<file path="config.mk">
export PLATFORM = sky130hd
export DESIGN_NAME = pe_row_feeder
export DESIGN_NICKNAME = d
export VERILOG_FILES = /design/src/rtl/pe_row_feeder_pkg.sv /design/src/rtl/lfsr_rng.sv /design/src/rtl/pe_row_feeder.sv
export SDC_FILE = /design/constraint.sdc
export NUM_CORES = 1
export LEC_CHECK = 0
export BUFFER_PORTS_ARGS = -buffer_cell sky130_fd_sc_hd__buf_2
export CAP_MARGIN = 20
export CORE_MARGIN = 1
export CORE_UTILIZATION = 50
export DETAILED_ROUTE_END_ITERATION = 10
export PLACE_DENSITY = 0.81
export SYNTH_ARGS = -nofsm -noshare
export SYNTH_HDL_FRONTEND = slang
export SYNTH_SLANG_ARGS = --single-unit
export TNS_END_PERCENT = 20
</file>
<file path="constraint.sdc">
create_clock -name clk -period 3.7 [get_ports clk]
set_input_delay 0.37 -clock clk [delete_from_list [all_inputs] [get_ports clk]]
set_output_delay 0.37 -clock clk [all_outputs]
set_load 0.01 [all_outputs]
</file>
<file path="src/rtl/pe_row_feeder_pkg.sv">
// Shared types and helpers for the PE row feeder.
//   state_t      : feeder FSM states
//   LFSR_TAPS_16 : Fibonacci tap mask for x^16 + x^14 + x^13 + x^11 + 1
//   bitrev_msb   : reverse the low w bits of x into the top w bits of a 16-bit word
package pe_feeder_pkg;

  typedef enum logic [1:0] {
    IDLE  = 2'd0,
    LOADW = 2'd1,
    RUN   = 2'd2,
    DONE  = 2'd3
  } state_t;

  // Bits 15,13,12,10 correspond to taps 16,14,13,11.
  localparam logic [15:0] LFSR_TAPS_16 = 16'hB400;

  // The bit-reversed run counter forms a low-discrepancy weight-side sequence.
  function automatic logic [15:0] bitrev_msb(input logic [15:0] x, input int unsigned w);
    logic [15:0] r;
    r = '0;
    for (int unsigned i = 0; i < 16; i++) begin
      if (i < w) r[4'(15 - i)] = x[4'(i)];
    end
    return r;
  endfunction

endpackage

</file>
<file path="src/rtl/lfsr_rng.sv">
// Fibonacci LFSR random word source (shift left, feedback into bit 0).
// Ports: clk, rst (async, active-high), reload (load seed), step (advance one state),
//        value (current LFSR state, never zero).
module lfsr_rng
  import pe_feeder_pkg::*;
#(
  parameter int unsigned        IWIDTH = 16,
  parameter logic [IWIDTH-1:0]  SEED   = 16'hACE1
) (
  input  logic              clk,
  input  logic              rst,
  input  logic              reload,
  input  logic              step,
  output logic [IWIDTH-1:0] value
);

  // A zero seed would lock the register at zero forever.
  localparam logic [IWIDTH-1:0] SEED_EFF = (SEED == '0) ? IWIDTH'(1) : SEED;
  localparam logic [IWIDTH-1:0] TAPS     = IWIDTH'(LFSR_TAPS_16);

  always_ff @(posedge clk or posedge rst) begin
    if (rst)         value <= SEED_EFF;
    else if (reload) value <= SEED_EFF;
    else if (step)   value <= {value[IWIDTH-2:0], ^(value & TAPS)};
  end

endmodule

</file>
<file path="src/rtl/pe_row_feeder.sv">
// Edge driver for one row of the uGEMM-rate systolic array.
// Accepts a MAC job (ifm, weight, sign, run length - 1), loads the weight for one
// cycle, then streams the rate-coded input bit and bit-reversed randW words while
// sequencing en/clr/mac_done for the first PE.
// Ports:
//   clk, rst                 clock, async active-high reset
//   in_valid/in_ready        job handshake; in_ifm, in_wght, in_wght_sign, in_cycles job payload
//   abort                    synchronous cancel while loading or running
//   ifm_dff, wght, wght_sign PE operands; randW, randW_inv weight-side random words
//   en_*/clr_*/mac_done      PE control; out_done one-cycle completion pulse
module pe_row_feeder
  import pe_feeder_pkg::*;
#(
  parameter int unsigned        IWIDTH = 16,
  parameter int unsigned        CWIDTH = 8,
  parameter logic [IWIDTH-1:0]  SEED_I = 16'hACE1
) (
  input  logic              clk,
  input  logic              rst,
  input  logic              in_valid,
  output logic              in_ready,
  input  logic [IWIDTH-1:0] in_ifm,
  input  logic [IWIDTH-1:0] in_wght,
  input  logic              in_wght_sign,
  input  logic [CWIDTH-1:0] in_cycles,
  input  logic              abort,
  output logic              ifm_dff,
  output logic [IWIDTH-1:0] wght,
  output logic              wght_sign,
  output logic [IWIDTH-1:0] randW,
  output logic [IWIDTH-1:0] randW_inv,
  output logic              en_i,
  output logic              clr_i,
  output logic              en_w,
  output logic              clr_w,
  output logic              en_o,
  output logic              clr_o,
  output logic              mac_done,
  output logic              out_done
);

  state_t            state_q, state_d;
  logic [IWIDTH-1:0] ifm_q;
  logic [CWIDTH-1:0] cyc_q, cnt_q;
  logic [IWIDTH-1:0] lfsr;
  logic              hs;
  logic              last_d;

  logic              in_ready_d, ifm_dff_d, wght_sign_d;
  logic [IWIDTH-1:0] wght_d, randw_d, randw_inv_d;
  logic              en_i_d, clr_i_d, en_w_d, clr_w_d, en_o_d, clr_o_d, mac_done_d, out_done_d;

  assign hs = in_valid && in_ready;

  lfsr_rng #(.IWIDTH(IWIDTH), .SEED(SEED_I)) u_lfsr (
    .clk    (clk),
    .rst    (rst),
    .reload (state_d == LOADW),
    .step   (state_d == RUN),
    .value  (lfsr)
  );

  // Next state and next output values; outputs are registered with the state they belong to.
  always_comb begin
    state_d     = state_q;
    in_ready_d  = 1'b0;
    ifm_dff_d   = 1'b0;
    wght_d      = wght;
    wght_sign_d = wght_sign;
    randw_d     = '0;
    randw_inv_d = '0;
    en_i_d      = 1'b0;
    clr_i_d     = 1'b0;
    en_w_d      = 1'b0;
    clr_w_d     = 1'b0;
    en_o_d      = 1'b0;
    clr_o_d     = 1'b0;
    mac_done_d  = 1'b0;
    out_done_d  = 1'b0;
    last_d      = 1'b0;

    case (state_q)
      IDLE:    if (hs) state_d = LOADW;
      LOADW:   state_d = abort ? IDLE : RUN;
      RUN: begin
        if (abort)         state_d = IDLE;
        else if (mac_done) state_d = DONE;
        else               state_d = RUN;
      end
      DONE:    state_d = hs ? LOADW : IDLE;
      default: state_d = IDLE;
    endcase

    case (state_d)
      IDLE: in_ready_d = 1'b1;
      LOADW: begin
        // Entry into LOADW only happens on a handshake, so the payload is live now.
        en_w_d      = 1'b1;
        clr_i_d     = 1'b1;
        wght_d      = in_wght;
        wght_sign_d = in_wght_sign;
      end
      RUN: begin
        last_d      = (cnt_q == cyc_q);
        en_i_d      = 1'b1;
        en_o_d      = 1'b1;
        clr_o_d     = (state_q == LOADW);
        mac_done_d  = last_d;
        ifm_dff_d   = (ifm_q > lfsr);
        randw_d     = IWIDTH'(bitrev_msb(16'(cnt_q), CWIDTH));
        randw_inv_d = ~randw_d;
      end
      DONE: begin
        in_ready_d = 1'b1;
        out_done_d = 1'b1;
      end
      default: ;
    endcase
  end

  // FSM state and registered outputs.
  always_ff @(posedge clk or posedge rst) begin
    if (rst) begin
      state_q   <= IDLE;
      in_ready  <= 1'b1;
      ifm_dff   <= 1'b0;
      wght      <= '0;
      wght_sign <= 1'b0;
      randW     <= '0;
      randW_inv <= '0;
      en_i      <= 1'b0;
      clr_i     <= 1'b0;
      en_w      <= 1'b0;
      clr_w     <= 1'b0;
      en_o      <= 1'b0;
      clr_o     <= 1'b0;
      mac_done  <= 1'b0;
      out_done  <= 1'b0;
    end else begin
      state_q   <= state_d;
      in_ready  <= in_ready_d;
      ifm_dff   <= ifm_dff_d;
      wght      <= wght_d;
      wght_sign <= wght_sign_d;
      randW     <= randw_d;
      randW_inv <= randw_inv_d;
      en_i      <= en_i_d;
      clr_i     <= clr_i_d;
      en_w      <= en_w_d;
      clr_w     <= clr_w_d;
      en_o      <= en_o_d;
      clr_o     <= clr_o_d;
      mac_done  <= mac_done_d;
      out_done  <= out_done_d;
    end
  end

  // Job payload and run counter; the counter holds on the last code so it never wraps.
  always_ff @(posedge clk or posedge rst) begin
    if (rst) begin
      ifm_q <= '0;
      cyc_q <= '0;
      cnt_q <= '0;
    end else begin
      if (hs) begin
        ifm_q <= in_ifm;
        cyc_q <= in_cycles;
      end
      if (state_d == LOADW)                cnt_q <= '0;
      else if (state_d == RUN && !last_d)  cnt_q <= cnt_q + CWIDTH'(1);
    end
  end

endmodule

</file>
# Yosys cells after proc, flatten, opt, wreduce, memory -nomap -nowiden
# Cells that the tools add are included.
# word_totals
register_bits	106
latchBits	0
mem_bits_rw	0
romBits	0
input_bits	45
output_inout_bits	59
elab_cells	62
n_memories	0
# classes
add_sub_neg	1
n_mul	0
div_mod_pow	0
n_lt_le_gt_ge	1
eq_ne	7
shifts	0
mux	27
n_bitwise	1
reduce_logical	9
# op_table
op	n
16-bit two-way mux	4
1-bit two-way mux	17
16-bit greater-than comparator	1
8-bit two-way mux	2
16-bit NOT	1
16-bit XOR reduction	1
8-bit by 1-bit adder with 8-bit output (second input constant)	1
2-bit == test (second input constant)	4
8-bit == test	1
2-bit case mux with 4 select lines	1
2-bit two-way mux	3
2-bit by 1-bit == test with 1-bit output (second input constant)	2
2-bit zero test	2
2-bit nonzero test	2
1-bit logical AND	2
2-bit OR reduction	1
1-bit zero test	1

# Depth between registers and ports, before layout
# Gate-level depths: netlist of the first run.
# logic_depth
word_depth	9
ltp_mapped	9
ltp_nobuf	8

# Modules after synthesis
# From an unflattened synthesis of the first run, not the netlist that was laid out.
# unflattened
hier_cells	336
area_unflattened_um2	4184.0
# by_module_without_submodules
mod	instances	cells_per_inst	area_per_inst_um2	seq_area_each_um2
pe_row_feeder	1	280	3490.8	1853.0
lfsr_rng	1	56	693.2	410.4

# Worst setup path before layout of the first run
# OpenSTA, ideal clock, no wires.
# synth_timing
path_kind	reg2reg
start	register in_ready
end	register wght[10]
setup_ns	0.125
arrival_time_ns	2.290
required_time_ns	3.575
path_slack_ns	1.285
path_stages_with_launch	9
path_buffers	3
synth_period_minus_slack_ns	2.415
cell_sequence	dfstp_2 nand2_1 clkbuf_1 o31a_1 inv_1 ha_1 buf_6 clkbuf_1 mux2_2
# synth_via
elab_chain_len	4
elab_cells_between_ends	5
classes_between	eq/ne (1); mux (3); reduce/logical (1)
# synth_lines
element	line_no	text
from (decl)	pe_row_feeder.sv:21	output logic in_ready,
from (signal assigned)	pe_row_feeder.sv:141	in_ready <= in_ready_d;
1-bit logical AND *	pe_row_feeder.sv:53	assign hs = in_valid && in_ready;
1-bit two-way mux / 2-bit two-way mux (equally long branches)	pe_row_feeder.sv:90, pe_row_feeder.sv:83	
2-bit case mux with 4 select lines *	pe_row_feeder.sv:82	case (state_q)
via state_d[0]	pe_row_feeder.sv:42	state_t state_q, state_d;
2-bit by 1-bit == test with 1-bit output *	pe_row_feeder.sv:94	case (state_d)
to (signal assigned)	pe_row_feeder.sv:143	wght <= wght_d;
to (decl)	pe_row_feeder.sv:28	output logic [IWIDTH-1:0] wght,
# The timed path passes the listed nets; every way through them passes the cells marked *.
# A chain may end at the register's enable or synchronous reset.

# Worst setup path after layout of the first run
# layout_timing
start	register state_q[0]
end	register cnt_q[6]
# layout_via
elab_chain_len	7
elab_cells_between_ends	13
classes_between	eq/ne (5); mux (4); reduce/logical (4)
# layout_lines
element	line_no	text
from (decl)	pe_row_feeder.sv:42	
from (signal assigned)	pe_row_feeder.sv:140	state_q <= state_d;
2-bit == test, or another cell as far along	pe_row_feeder.sv:82	
2-bit case mux with 4 select lines *	pe_row_feeder.sv:82	
2-bit == test	pe_row_feeder.sv:94, pe_row_feeder.sv:170	
1-bit two-way mux	pe_row_feeder.sv:94	
1-bit zero test	pe_row_feeder.sv:170	else if (state_d == RUN && !last_d) cnt_q <= cnt_q + CWIDTH'(1);
1-bit logical AND	pe_row_feeder.sv:170	
2-bit nonzero test (no source line)	--	
to (signal assigned)	pe_row_feeder.sv:170	
to (decl)	pe_row_feeder.sv:44	logic [CWIDTH-1:0] cyc_q, cnt_q;
# Mark *: on every way between the ends. The rest lies on a longest branch, timed or not.

==> results.md, run 1 <==
* WP data arrival at approximately 2900 ps
* Status: complete, no violations
* Syn Inst Count at ~330
* HPWL after DPL at 5040 um
* IO Pins at around 100
* Vias at 2,682
* Die Span X at roughly 93 um
* GRT Total Usage at 18.1%
* Initial antenna violation count at 0
* Number of cell rows at 32
* Max FO, Critical Path at 24
* Syn avg cell area at ~13 um^2
* Worst-Skew Late Latency at 360 ps
* Primary FF master, synth: dfrtp_1
* # Post-CTS Setup Buffers at 0
* Die height at between 90 and 100 um
* Endpoints failing hold at 0
* Area growth syn-to-layout at 15.0%
* Final setup fails at 0
* Worst Clk Skew at approximately 12 ps
* Final Cycle Share at between 70% and 80%
* Largest family of logic cells by synthesized area: multiplexers
* GPL Wtd Cong at approximately 0.80
* Post-synth EDFFs at 0
* Die area at around 8600 um^2
* Routed wire length at 7100 um
* Worst slack at placement at ~1000 ps
* Mux cell area share after synthesis at a little over an eighth
* Adder-Cell Fraction of Synth Area at 6.05%
* Top cell type's share of synthesized area at approximately half
* Yosys reg bits at 90
* Pin count of the biggest net entering global routing at 54
* Async set-reset flop share out of synthesis at between 90% and 100%
* Lkg Pwr at around 2.4 nW
* Drt wl/cell at ~14 um
* Min Hold Slack at roughly 64 ps
* Clock-pin slew on the worst setup and hold paths at about 100 ps
* Most frequent cells after synthesis: dfrtp_1, mux2_2, ha_1
* Reg-to-reg slack, setup at ~1100 ps
* Port Buffers at 94
* Fin crit period at 2600 ps
* Htree depth at 3
* CTS resizes at 0
* R2r startpoint: state_q[0]$_DFF_PP0_
* Layout cells sized above 1 at a little over two fifths
* Peak supply drop at about 350 uV
* Ys Warns at 0
* Worst R2R Path Depth at 8
* CTS Hold Bufs at 0
* End of the worst register-to-register path: cnt_q[6]$_DFFE_PP0P_
* TNS Setup at 0 ps
* PwrDens at about 800 nW/um^2
* Clock net sink count at 90
* Residual DRC at 0
* Min-Delay Path Class: input pin to async pin
* Area of the mapped netlist at 4140 um^2
* CTS tree: yes
* Number of DRC markers in iteration 0 at 114
* Diodes inserted at 0
* Kind of end point of the critical path: register
* Synth Area in Simple Gates at between 10 and 15%
* Pins Over Slew Limit at 0
* Starting density of the core at a little over half
* Synth Area in XOR/XNOR at under 10%
* CTS root buf: clkbuf_8
* Total of max-cap violations at 0
* Crit Path Class: register to register
* Slew at the pin closest to its max-slew limit at slightly below 800 ps
* Register area share after synthesis at 54.7%
* Cell taking the most area after synthesis: dfrtp_1
* Vias per inst at about 5.1
* Yosys cell types at between 40 and 50
* Total global routing overflow at 0
* DRT Pass-1 Iters at 4
* Synth area leaders: dfrtp_1, mux2_2, ha_1
* RSZ-0062 raised after global routing: no
* Post-route ant nets at 0
* Fmax at roughly 380 MHz
* Number of global-route vias before repair at 2,719
* CTS max path bufs at 2
* Post-layout util at just over 60%
* Most common cell in the synthesized netlist: dfrtp_1
* Req. time, crit path at approximately 4000 ps
* Fin worst setup slack at around 1100 ps
* Critical Path Source Type: register
* Core area at 7850 um^2
* First-pass GRT wire length at roughly 12,000 um
* Synth Area in Compound Gates at approximately 6%
* CTS Buf Count at 9
* Worst slew margin at between 40 and 50%
* Nets at roughly 480
cells in the final DEF, fill, tap and decap left out, types with 2 or more instances in the layout:
cell type and instances:
xor2_1 11, a21oi_1 18, and2b_2 7, and2_2 2, nor2b_1 11, a22o_1 4
nor2_1 9, nand2_1 11, mux2_2 41, a22oi_1 2, inv_6 3, nor3_1 5
inv_1 18, clkbuf_8 10, and2_1 6, buf_2 94, and3_2 3, ha_1 20
nand2b_1 3, mux2_1 6, conb_1 9, o31ai_1 4, buf_4 4, clkinvlp_4 2
dfstp_2 9, o21ai_0 3, nand4_1 6, nand3_1 2, clkinv_2 2, nor4_2 2
dfrtp_1 81
worst max-delay path, stage by stage, from the launching register on:
cell and delay, ps:
dfrtp_1 430, and3_1 170, o21ai_0 170, o31a_1 190
ha_1 590, and3_2 340, nand4_1 100, a21oi_1 170
mux2_1 330
final cells by class:
| cell class | count | area, um^2 |
|---|---|---|
| Clock buffer | 10 | 138 |
| Clock inverter | 6 | 46.3 |
| Fill cell | 659 | 3090 |
| Inverter | 19 | 72.6 |
| Multi-Input combinational cell | 198 | 1610 |
| Sequential cell | 90 | 2260 |
| Tap cell | 102 | 128 |
| Timing Repair Buffer | 98 | 500 |
state kept, by name, indices dropped and copies added, names as in the netlist:
signal,count
u_lfsr.value,16
ifm_dff,1
clr_o,1
mac_done,1
randW_inv,9
wght_sign,1
state_q,2
wght,16
cyc_q,8
randW,8
ifm_q,16
in_ready,1
en_w,1
out_done,1
cnt_q,8
kinds of logic after synthesis:
kind of cell | after synthesis
mux | 49
simple gates | 70
other cells | 1
fa+ha+maj | 20
xor+xnor | 12
compound gates | 38
buf+inv | 51
flops | 90
report_power, final:
part | internal, mW | switching, mW
Sequential | 1.39 | 0.217
Combinational | 0.763 | 0.837
Clock | 0.268 | 0.359
Total | 2.42 | 1.41
routing by layer:
metal	up-vias	part of all wire, %	track usage [%]
li1	1276	-	-
met1	1302	46	23.2
met2	93	48	29.8
met3	11	4.6	3.09
met4	0	2.0	8.72
met5	-	0	0
per-stage QoR:
| step | cells | power, mW | area (um^2) |
|---|---|---|---|
| 4_1_cts | 523 | 3.87 | 4760 |
| 6_report | 523 | 3.84 | 4760 |
| 5_1_grt | 523 | 4.14 | 4760 |
| 3_3_place_gp | 507 | 3.15 | 4570 |
| 2_1_floorplan | 339 | 2.85 | 4170 |
| 3_5_place_dp | 507 | 3.24 | 4570 |
worst max-delay path by stage:
stage                          from                    to  cells past startpoint
4_1_cts          in_ready$_DFF_PP1_  cnt_q[6]$_DFFE_PP0P_                      8
3_3_place_gp               in_valid  cnt_q[7]$_DFFE_PP0P_                      9
3_5_place_dp               in_valid  cnt_q[7]$_DFFE_PP0P_                      9
6_report       state_q[0]$_DFF_PP0_  cnt_q[6]$_DFFE_PP0P_                      8
2_1_floorplan                   rst       clr_o$_DFF_PP0_                      1
5_1_grt        state_q[0]$_DFF_PP0_  cnt_q[6]$_DFFE_PP0P_                      8
Note: power is estimated with default switching activity, not from simulation.
==> run 2: changes to the inputs <==
==> constraint.sdc (replaced) <==
create_clock -name clk -period 2.5 [get_ports clk]
set_input_delay 0.25 -clock clk [delete_from_list [all_inputs] [get_ports clk]]
set_output_delay 0.25 -clock clk [all_outputs]
set_load 0.01 [all_outputs]
==> results.md, run 2 (same netlist as run 1, synthesis figures left out) <==
* Status: finished, violations left
* Violated checks: negative hold slack
* Final Cycle Share at a little under nine tenths
* Number of cell rows at 32
* Crit Path Class: register to register
* Port Buffers at 94
* PwrDens at 1200 nW/um^2
* Nets at 484
* Layout cells sized above 1 at 43.2%
* Die Span X at a little over 90 um
* Worst-path cell chain: xor2_1 > nor2b_1 > ha_1 > and3_2 > nand4_1 > a21oi_1 > mux2_1
* GPL Wtd Cong at approximately 0.79
* Worst slew margin at between 60% and 70%
* Htree depth at 3
* Vias per inst at ~5
* Starting density of the core at a little over half
* Initial antenna violation count at 0
* Worst path max stage delay at roughly 430 ps
* TNS Setup at 0 ps
* Fmax at 470 MHz
* Total global routing overflow at 0
* CTS Hold Bufs at 0
* # Post-CTS Setup Buffers at 0
* Clock net sink count at 90
* Peak supply drop at about 540 uV
* Number of DRC markers in iteration 0 at around 150
* Largest regs: ifm_q: 16 flops, u_lfsr.value: 16 flops, wght: 16 flops
* CTS root buf: clkbuf_8
* Worst-Skew Late Latency at ~350 ps
* Critical Path Source Type: register
* Min Hold Slack at -16.1 ps
* Pins Over Slew Limit at 0
* Clock-pin slew on the worst setup and hold paths at around 90 ps
* Number of global-route vias before repair at approximately 2,600
* Dpl cells at 510
* Req. time, crit path at between 2000 and 3000 ps
* Min-Delay Path Class: input pin to async pin
* First-pass GRT wire length at 12,200 um
* Slowest-stage cell, CP: dfrtp_1
* Post-layout util at 61.6%
* DRT Pass-1 Iters at 4
* Slew at the pin closest to its max-slew limit at between 500 and 600 ps
* Finished Layout Cells at approximately 530
* Crit-path leading delay family: simple AND/OR/NAND/NOR gates
* Residual DRC at 0
* Endpoints failing hold at 5
* Die area at about 8600 um^2
* Core area at roughly 7800 um^2
* Max FO, Critical Path at 4
* Worst Clk Skew at ~13 ps
* CTS tree: yes
* Most common cell after layout, fill and taps aside: buf_2
* Drt wl/cell at 13.7 um
* GRT Total Usage at 18.3%
* Area growth syn-to-layout at 16.8%
* Fin crit period at between 2000 and 2500 ps
* Total power at between 5 and 6 mW
* Worst slack at placement at about 400 ps
* Routed wire length at between 7000 and 8000 um
* Vias at 2,673
* RSZ-0062 raised after global routing: no
* Pin count of the biggest net entering global routing at about 90
* Lkg Pwr at 2.48 nW
* CTS max path bufs at 2
* HPWL after DPL at between 4000 and 5000 um
* Final setup fails at 0
* Fin worst setup slack at approximately 370 ps
* Die height at between 90 and 100 um
* Total of max-cap violations at 0
* Post-route ant nets at 0
* Kind of end point of the critical path: register
* WP data arrival at 2360 ps
* CP Buf/Inv Count at 0
* Commonest cells after routing, fill and taps aside: buf_2, dfrtp_1, mux2_2
* IO Pins at approximately 100
* CTS Buf Count at 9
* Diodes inserted at 0
* CTS resizes at 0
run 2: cell type report:
| class | instances | area, um^2 |
|---|---|---|
| Clock buffer | 12 | 155 |
| Multi-Input combinational cell | 198 | 1610 |
| Timing Repair Buffer | 101 | 548 |
| Clock inverter | 4 | 51.3 |
| Inverter | 19 | 75.1 |
| Tap cell | 102 | 128 |
| Fill cell | 669 | 3020 |
| Sequential cell | 90 | 2260 |
run 2: where the power goes:
group          leakage, nW  internal (mW)  switching (mW)
Clock                0.103          0.518           0.505
Combinational         1.26           1.17            1.24
Sequential            1.11           2.06           0.323
run 2: worst paths after layout:
path | from | end | slack, ps | depth (start not counted)
max | state_q[1]$_DFF_PP0_ | cnt_q[7]$_DFFE_PP0P_ | 370 | 7
min | rst | wght[14]$_DFFE_PP0P_ | -20 | 3
max reg2reg | state_q[1]$_DFF_PP0_ | cnt_q[7]$_DFFE_PP0P_ | 370 | 7
min reg2reg | wght[9]$_DFFE_PP0P_ | wght[9]$_DFFE_PP0P_ | 510 | 1
max in group asynchronous | rst | cyc_q[1]$_DFFE_PP0P_ | 2090 | 3
min in group clk | abort | state_q[1]$_DFF_PP0_ | 120 | 2
run 2: metrics by stage:
stage                     hold WS [ps]  instance area [um^2]
after global routing              58.3                  4830
after detailed placement           425                  4620
after floorplan                    355                  4170
final                            -16.1                  4830
after global placement             419                  4620
after CTS                         35.4                  4830
run 2: metal layers:
layer | GRT usage (%) | part of all wire (%)
met4 | 8.33 | 1.4
met2 | 31.1 | 50
met3 | 3.33 | 4.9
met5 | 0 | 0
met1 | 22.9 | 44
run 2: worst register-to-register path: cells and delay by family (launching register included):
kind	cells	cell delay, ps
and+or+nand+nor	3	650
xor gates and xnor gates	1	170
AOI/OAI and AO/OA	1	160
muxes	1	350
adders and majority gates	1	270
DFF	1	430
